==> src/rtl/imem_loader.sv <==
// Boot loader: parses a LEN_HI/LEN_LO/payload/CHK byte frame and writes big-endian words into instruction RAM.
// Holds the core in reset until a complete, checksum-correct image has been written.
module imem_loader #(
  parameter int ADDR_W = 6
) (
  input  logic              clk,
  input  logic              reset,
  input  logic              start,
  input  logic [7:0]        rx_data,
  input  logic              rx_valid,
  output logic              rx_ready,
  output logic              imem_we,
  output logic [ADDR_W-1:0] imem_waddr,
  output logic [31:0]       imem_wdata,
  output logic              core_reset,
  output logic              load_done,
  output logic              load_err,
  output logic [2:0]        dbg_state
);

  typedef enum logic [2:0] {
    S_IDLE, S_LEN_HI, S_LEN_LO, S_DATA, S_CHECK, S_DONE, S_ERR
  } state_t;

  localparam logic [16:0] DEPTH = 17'(1) << ADDR_W;

  state_t            r_state;
  state_t            w_next;
  logic [7:0]        r_len_hi;
  logic [15:0]       r_len;
  logic [1:0]        r_byte_idx;
  logic [ADDR_W:0]   r_word_cnt;
  logic [23:0]       r_acc;
  logic [7:0]        r_chk;
  logic              r_we;
  logic [ADDR_W-1:0] r_waddr;
  logic [31:0]       r_wdata;

  logic              w_accept;
  logic              w_start_ok;
  logic              w_word_end;
  logic              w_last_word;
  logic [15:0]       w_len_in;

  // Handshake: a byte transfers on a rising edge where rx_valid && rx_ready; rx_ready depends on state only.
  assign rx_ready    = r_state inside {S_LEN_HI, S_LEN_LO, S_DATA, S_CHECK};
  assign w_accept    = rx_valid && rx_ready;
  assign w_start_ok  = start && (r_state inside {S_IDLE, S_DONE, S_ERR});
  assign w_word_end  = (r_state == S_DATA) && w_accept && (r_byte_idx == 2'd3);
  assign w_last_word = (16'(r_word_cnt) + 16'd1) == r_len;
  assign w_len_in    = {r_len_hi, rx_data};

  always_ff @(posedge clk or posedge reset) begin
    if (reset) r_state <= S_IDLE;
    else       r_state <= w_next;
  end

  always_comb begin
    w_next = r_state;
    case (r_state)
      S_IDLE, S_DONE, S_ERR: if (start) w_next = S_LEN_HI;
      S_LEN_HI: if (w_accept) w_next = S_LEN_LO;
      S_LEN_LO: begin
        // Oversized images are rejected here, before any RAM write can happen.
        if (w_accept) begin
          if (w_len_in == 16'd0)              w_next = S_CHECK;
          else if ({1'b0, w_len_in} > DEPTH)  w_next = S_ERR;
          else                                w_next = S_DATA;
        end
      end
      S_DATA:  if (w_word_end && w_last_word) w_next = S_CHECK;
      S_CHECK: if (w_accept) w_next = (rx_data == r_chk) ? S_DONE : S_ERR;
      default: w_next = S_IDLE;
    endcase
  end

  always_ff @(posedge clk or posedge reset) begin
    if (reset) begin
      r_len_hi   <= '0;
      r_len      <= '0;
      r_byte_idx <= '0;
      r_word_cnt <= '0;
      r_acc      <= '0;
      r_chk      <= '0;
      r_we       <= 1'b0;
      r_waddr    <= '0;
      r_wdata    <= '0;
    end else begin
      r_we <= 1'b0;
      if (w_start_ok) begin
        r_byte_idx <= '0;
        r_word_cnt <= '0;
        r_waddr    <= '0;
        r_chk      <= '0;
        r_acc      <= '0;
      end else if (w_accept) begin
        case (r_state)
          S_LEN_HI: r_len_hi <= rx_data;
          S_LEN_LO: r_len    <= w_len_in;
          S_DATA: begin
            r_chk      <= r_chk ^ rx_data;
            r_byte_idx <= r_byte_idx + 2'd1;
            // Separate word counter keeps the address at DEPTH-1 after a full image instead of wrapping.
            if (r_byte_idx == 2'd3) begin
              r_we       <= 1'b1;
              r_wdata    <= {r_acc, rx_data};
              r_waddr    <= r_word_cnt[ADDR_W-1:0];
              r_word_cnt <= r_word_cnt + {{ADDR_W{1'b0}}, 1'b1};
            end else begin
              r_acc <= {r_acc[15:0], rx_data};
            end
          end
          default: ;
        endcase
      end
    end
  end

  assign imem_we    = r_we;
  assign imem_waddr = r_waddr;
  assign imem_wdata = r_wdata;
  assign core_reset = (r_state != S_DONE);
  assign load_done  = (r_state == S_DONE);
  assign load_err   = (r_state == S_ERR);
  assign dbg_state  = r_state;

endmodule
==> config.mk <==
export PLATFORM = sky130hd
export DESIGN_NAME = imem_loader
export DESIGN_NICKNAME = d
export VERILOG_FILES = /design/src/rtl/imem_loader.sv
export SDC_FILE = /design/constraint.sdc
export NUM_CORES = 1
export LEC_CHECK = 0
export BUFFER_PORTS_ARGS = -buffer_cell sky130_fd_sc_hd__buf_2
export CAP_MARGIN = 20
export CELL_PAD_IN_SITES_DETAIL_PLACEMENT = 0
export CELL_PAD_IN_SITES_GLOBAL_PLACEMENT = 1
export CORE_MARGIN = 2
export CORE_UTILIZATION = 45
export DETAILED_ROUTE_END_ITERATION = 8
export PLACE_DENSITY = 0.82
export REMOVE_ABC_BUFFERS = 1
export SLEW_MARGIN = 10
export SYNTH_ARGS = -nofsm -noshare
export SYNTH_HDL_FRONTEND = slang
export SYNTH_SLANG_ARGS = --single-unit
==> constraint.sdc <==
create_clock -name clk -period 9 [get_ports clk]
set_input_delay 0.9 -clock clk [delete_from_list [all_inputs] [get_ports clk]]
set_output_delay 0.9 -clock clk [all_outputs]
set_load 0.03 [all_outputs]
# Yosys cells after proc, flatten, opt, wreduce, memory -nomap -nowiden
# Cells that the tools add are included.
[classes]
n_addsub = 3
order_cmp = 1
n_eq_ne = 16
n_mux = 31
bitwise = 2
n_reduce_logical = 20
[op_table]
columns = ["op", "count"]
rows = [
  ["24-bit 2-to-1 mux", 4],
  ["7-bit 2-to-1 mux", 4],
  ["6-bit 2-to-1 mux", 4],
  ["8-bit 2-to-1 mux", 3],
  ["3-bit 2-to-1 mux", 7],
  ["8-bit by 16-bit equality test with 1-bit output", 1],
  ["16-bit by 7-bit greater-than comparator with 1-bit output (second input constant)", 1],
  ["16-bit logical NOT", 1],
  ["3-bit case mux with 5 select lines", 1],
  ["3-bit AND reduction", 4],
  ["2-bit inequality test (second input constant)", 5],
  ["3-bit equality test (second input constant)", 3],
  ["7-bit by 1-bit adder with 8-bit output (second input constant)", 1],
  ["8-bit equality test", 1],
  ["2-bit 2-to-1 mux", 4],
  ["8-bit bitwise XOR", 1],
  ["7-bit by 1-bit adder with 7-bit output (second input constant)", 1],
  ["3-bit by 2-bit equality test with 1-bit output (second input constant)", 2],
  ["2-bit nonzero test", 3],
  ["1-bit logical AND", 5],
  ["5-bit AND reduction", 1],
  ["1-bit 2-to-1 mux", 4],
  ["4-bit AND reduction", 1],
  ["4-bit nonzero test", 1],
  ["other kinds (10)", 10],
]
[totals]
register_bits = 107
in_bits = 12
output_inout_bits = 46
word_cells = 83

# Depth between registers and ports, before layout
[logic_depth]
word_depth = 8
depth_mapped = 8
mapped_depth_nobuf = 7

# Worst setup path after synthesis
# OpenSTA, ideal clock, no wires.
[synth_path]
kind = "reg2out"
startpoint = "register r_state[2] (netlist: dbg_state[2])"
endpoint = "output load_err"
arrival_ns = 1.586
path_slack_ns = 6.514
stages_incl_launch_ff = 4
cell_sequence = "dfrtp_1 buf_2 inv_1 nor3_1"
[synth_via]
elab_chain_cells = 1
[synth_lines]
columns = ["item", "line_no", "rtl"]
rows = [
  ["start, declared", "27", "state_t r_state;"],
  ["start signal, assigned", "55", "else r_state <= w_next;"],
  ["3-bit equality test", "124", "assign load_err = (r_state == S_ERR);"],
  ["end, declared", "17", "output logic load_err,"],
]
# No other way between the ends.

# Worst setup path in the final report
[layout_path]
startpoint = "register r_state[0] (netlist: dbg_state[0])"
endpoint = "register r_acc[21]"
[layout_via]
elab_chain_cells = 5
word_cells_on_any_way = 16
cone_classes = "7 x eq/ne; 1 x mux; 8 x reduce/logical"
[layout_lines]
columns = ["item", "line_no", "rtl"]
rows = [
  ["3-bit equality test, or another cell as far along", "48", "assign w_start_ok = start && (r_state inside {S_IDLE, S_DONE, S_ERR});"],
  ["3-bit nonzero test / 4-bit nonzero test (equally long branches)", "48, 46", ""],
  ["1-bit logical AND (on tied branches)", "48, 47", ""],
  ["2-bit inequality test (no line) / 2-bit nonzero test (equally long branches)", "--", ""],
  ["3-bit AND reduction (no line)", "--", ""],
  ["end signal, assigned", "110", "r_acc <= {r_acc[15:0], rx_data};"],
  ["end, declared", "33", "logic [23:0] r_acc;"],
]
# Parallel ways exist; a longest one is shown, timed or not.
# A chain may end at the register's enable or synchronous reset.

==> results.sh <==
export IMPL_status="completed"
export IMPL_fmax_ghz=0.3807
export IMPL_routedWlPerCell_um=14.07
export IMPL_cts_buffer_depth=2
export IMPL_pwr_share_clk_pct=19.2
export IMPL_setup_violations=0
export IMPL_crit_slowest_cell="nor2b_2"
export IMPL_required_ps=9280
export IMPL_syn_to_final_growth_pct=13.12
export IMPL_overflow=0
export IMPL_path_cells="and3b_1 -> and2_1 -> nor2b_2 -> nand2_1 -> a21oi_1"
export IMPL_yosysWarningCount=0
export IMPL_core_area_um2=10230
export IMPL_clk_pin_slew_worst_paths_ps=90
export IMPL_dr_pass1_iters=4
export IMPL_row_count=37
export IMPL_vias_per_cell=5.099
export IMPL_die_h_um=106.3
export IMPL_drv_cap=0
export IMPL_leakagePower_nw=2.647
export IMPL_nets=550
export IMPL_final_min_clock_period_ps=2627
export IMPL_crit_path_start_kind="register"
export IMPL_slew_headroom_pct=36.51
export IMPL_critPathMaxStageDelay_ps=870
export IMPL_dieArea_um2=11300
export IMPL_gp_congestion=0.7878
export IMPL_wl_mm=9.512
export IMPL_cts_setup_buffers=0
export IMPL_cpLargestDelayFamily="simple AND/OR/NAND/NOR gates"
export IMPL_power_switching_uw=654.9
export IMPL_cts_buffers_inserted=9
export IMPL_drive_above_1_share_pct=19.44
export IMPL_crit_path_end_kind="register"
export IMPL_yosys_top_cells_count="nand2_1 (176), dfrtp_1 (107), a21oi_1 (29)"
export IMPL_clk_latency_ps=360
export IMPL_drt_initial_drc_count=120
export IMPL_fin_setup_tns_ps=0
export IMPL_synth_seq_cells=107
export IMPL_syn_area_um2=4710
export IMPL_synth_top_area_share_pct=56.85
export IMPL_synthTopCellsByArea="dfrtp_1 (57%), nand2_1 (14%), mux2_2 (5.5%)"
export IMPL_cts_resized=0
export IMPL_period_share_pct=29.19
export IMPL_synth_most_common_cell="nand2_1"
export IMPL_avgSynthCellArea_um2=9.533
export IMPL_critPathBufInv=0
export IMPL_synth_async_reset_ratio_pct=100.0
export IMPL_slew_violations=0
export IMPL_yosysTopAreaCell="dfrtp_1"
export IMPL_ant_nets=0
export IMPL_grt_max_degree=59
export IMPL_fin_cells=676
export IMPL_rsz0062_at_grt="false"
export IMPL_critPathArrivalTime_ps=2910
export IMPL_io_buffers=57
export IMPL_fillers=964
export IMPL_vias=3447
export IMPL_start_util_pct=46.03
export IMPL_clock_sinks=107
export IMPL_power_switching_share_pct=38.80
export IMPL_dp_cells=660
export IMPL_ir_drop_v=0.0001446
export IMPL_cts_htree_levels=3
export IMPL_dpl_hpwl_mm=6.261
export IMPL_cts_tree="built"
export IMPL_power_density_nw_per_um2=316.8
export IMPL_ios=58
export IMPL_synthFlopType="dfrtp_1"
export IMPL_dieWidth_um=106.3
export IMPL_synthCells=494
export IMPL_hold_viol=0
export IMPL_worst_pin_slew_ps=948.1
export IMPL_antenna_found_initial=0
export IMPL_grt_pass1_wl_mm=16.49
export IMPL_drcViolationCount=0
export IMPL_pwr_share_seq_pct=45.6
export IMPL_p_int_mw=1.033
export IMPL_grt_use_total_pct=18.32
export IMPL_comb_power_share_pct=35.2
export IMPL_path_class="reg2reg"
export IMPL_final_setup_skew_ps=5.053
export IMPL_cts_hold_buffers=0
export IMPL_synth_edff_count=0
export IMPL_root_buffer="clkbuf_8"
export IMPL_path_max_fanout=24
export IMPL_synth_cell_types=42
export IMPL_hp_class="reg2reg"
export IMPL_ys_seq_area_share_pct=56.85
export IMPL_grt_pass1_vias=3433
export IMPL_diodes=0
final timing paths:
check | from | end | slack (ps) | cells past startpoint
worst min register to register | imem_wdata[26] | imem_wdata[26] | 470 | 2
worst max-delay path | dbg_state[0] | r_acc[21] | 6370 | 5
worst min-delay path | imem_wdata[26] | imem_wdata[26] | 470 | 2
max in group asynchronous | reset | r_chk[5] | 7250 | 3
worst max register to register | dbg_state[0] | r_acc[21] | 6370 | 5
min in group asynchronous | reset | imem_we | 610 | 2
placed cells by master, fill, tap and decap left out, types with 3 or more instances in the layout:
| master | n |
|---|---|
| a21oi_1 | 29 |
| buf_2 | 57 |
| buf_4 | 4 |
| clkbuf_8 | 11 |
| dfrtp_1 | 107 |
| inv_1 | 4 |
| mux2_2 | 23 |
| mux2i_1 | 3 |
| nand2_1 | 176 |
| nand3_1 | 5 |
| nand4_1 | 3 |
| nor2_1 | 18 |
| nor3_1 | 5 |
| nor4_1 | 7 |
| o21ai_0 | 18 |
| o31ai_1 | 3 |
| xnor2_1 | 9 |
| xor2_1 | 20 |
power groups by stage:
stage | sequential [mW] | combinational [mW] | clock, mW
after floorplan | 0.898 | 0.302 | 0
after global placement | 0.775 | 0.585 | 0
after detailed placement | 0.781 | 0.595 | 0
after CTS | 0.771 | 0.597 | 0.334
after global routing | 0.794 | 0.668 | 0.356
final | 0.770 | 0.594 | 0.324
tightest hold or removal path: stages (launching register included):
cell     delay (ps)
dfrtp_1         350
nand2_1          50
nand2_1          50
stage by stage:
step / power, mW / hold WS (ps) / setup WS (ps) / utilization [%] / cell area [um2]
floorplan: 1.200 / 438.6 / 5283 / - / 4584
global placement: 1.360 / 453.6 / 5729 / 49.68 / 5082
detailed placement: 1.376 / 456.7 / 5570 / 49.68 / 5082
CTS: 1.702 / 479.7 / 5708 / 51.88 / 5308
global route: 1.818 / 494.1 / 6052 / 52.07 / 5328
finish: 1.688 / 474.3 / 6373 / 52.07 / 5328
metal layers:
layer	vias to the layer above	track usage, %	wire, um
met4	0	5.169	96
met3	11	3.556	344
li1	1701	-	-
met2	61	30.49	4615
met5	-	0	0
met1	1674	24.54	4456
cell type report:
class                   count  area, um2  share of cell area, %
inverters                   6      25.02                 0.4697
flip-flops and latches    107       2678                  50.26
repair buffers             62      335.3                  6.294
clock buffers              11      151.4                  2.842
well taps                 136      170.2                  3.194
multi-input cells         350       1894                  35.56
clock inverters             4      73.82                  1.386
state kept, by name, indices dropped and copies added (netlist names):
signal	cells
imem_we	1
r_len	16
r_byte_idx	2
imem_wdata	32
r_word_cnt	7
r_len_hi	8
imem_waddr	6
r_chk	8
r_acc	24
dbg_state	3
cell families after synthesis:
group | share of synthesized area, %
AO/OA/AOI/OAI | 7.174
XOR/XNOR | 5.393
adder cells (fa/ha/maj) | 0.5313
buffers and inverters | 3.135
flip-flops | 56.85
multiplexers | 6.137
AND/OR/NAND/NOR | 20.78
Power figures use the tool's default switching activity.
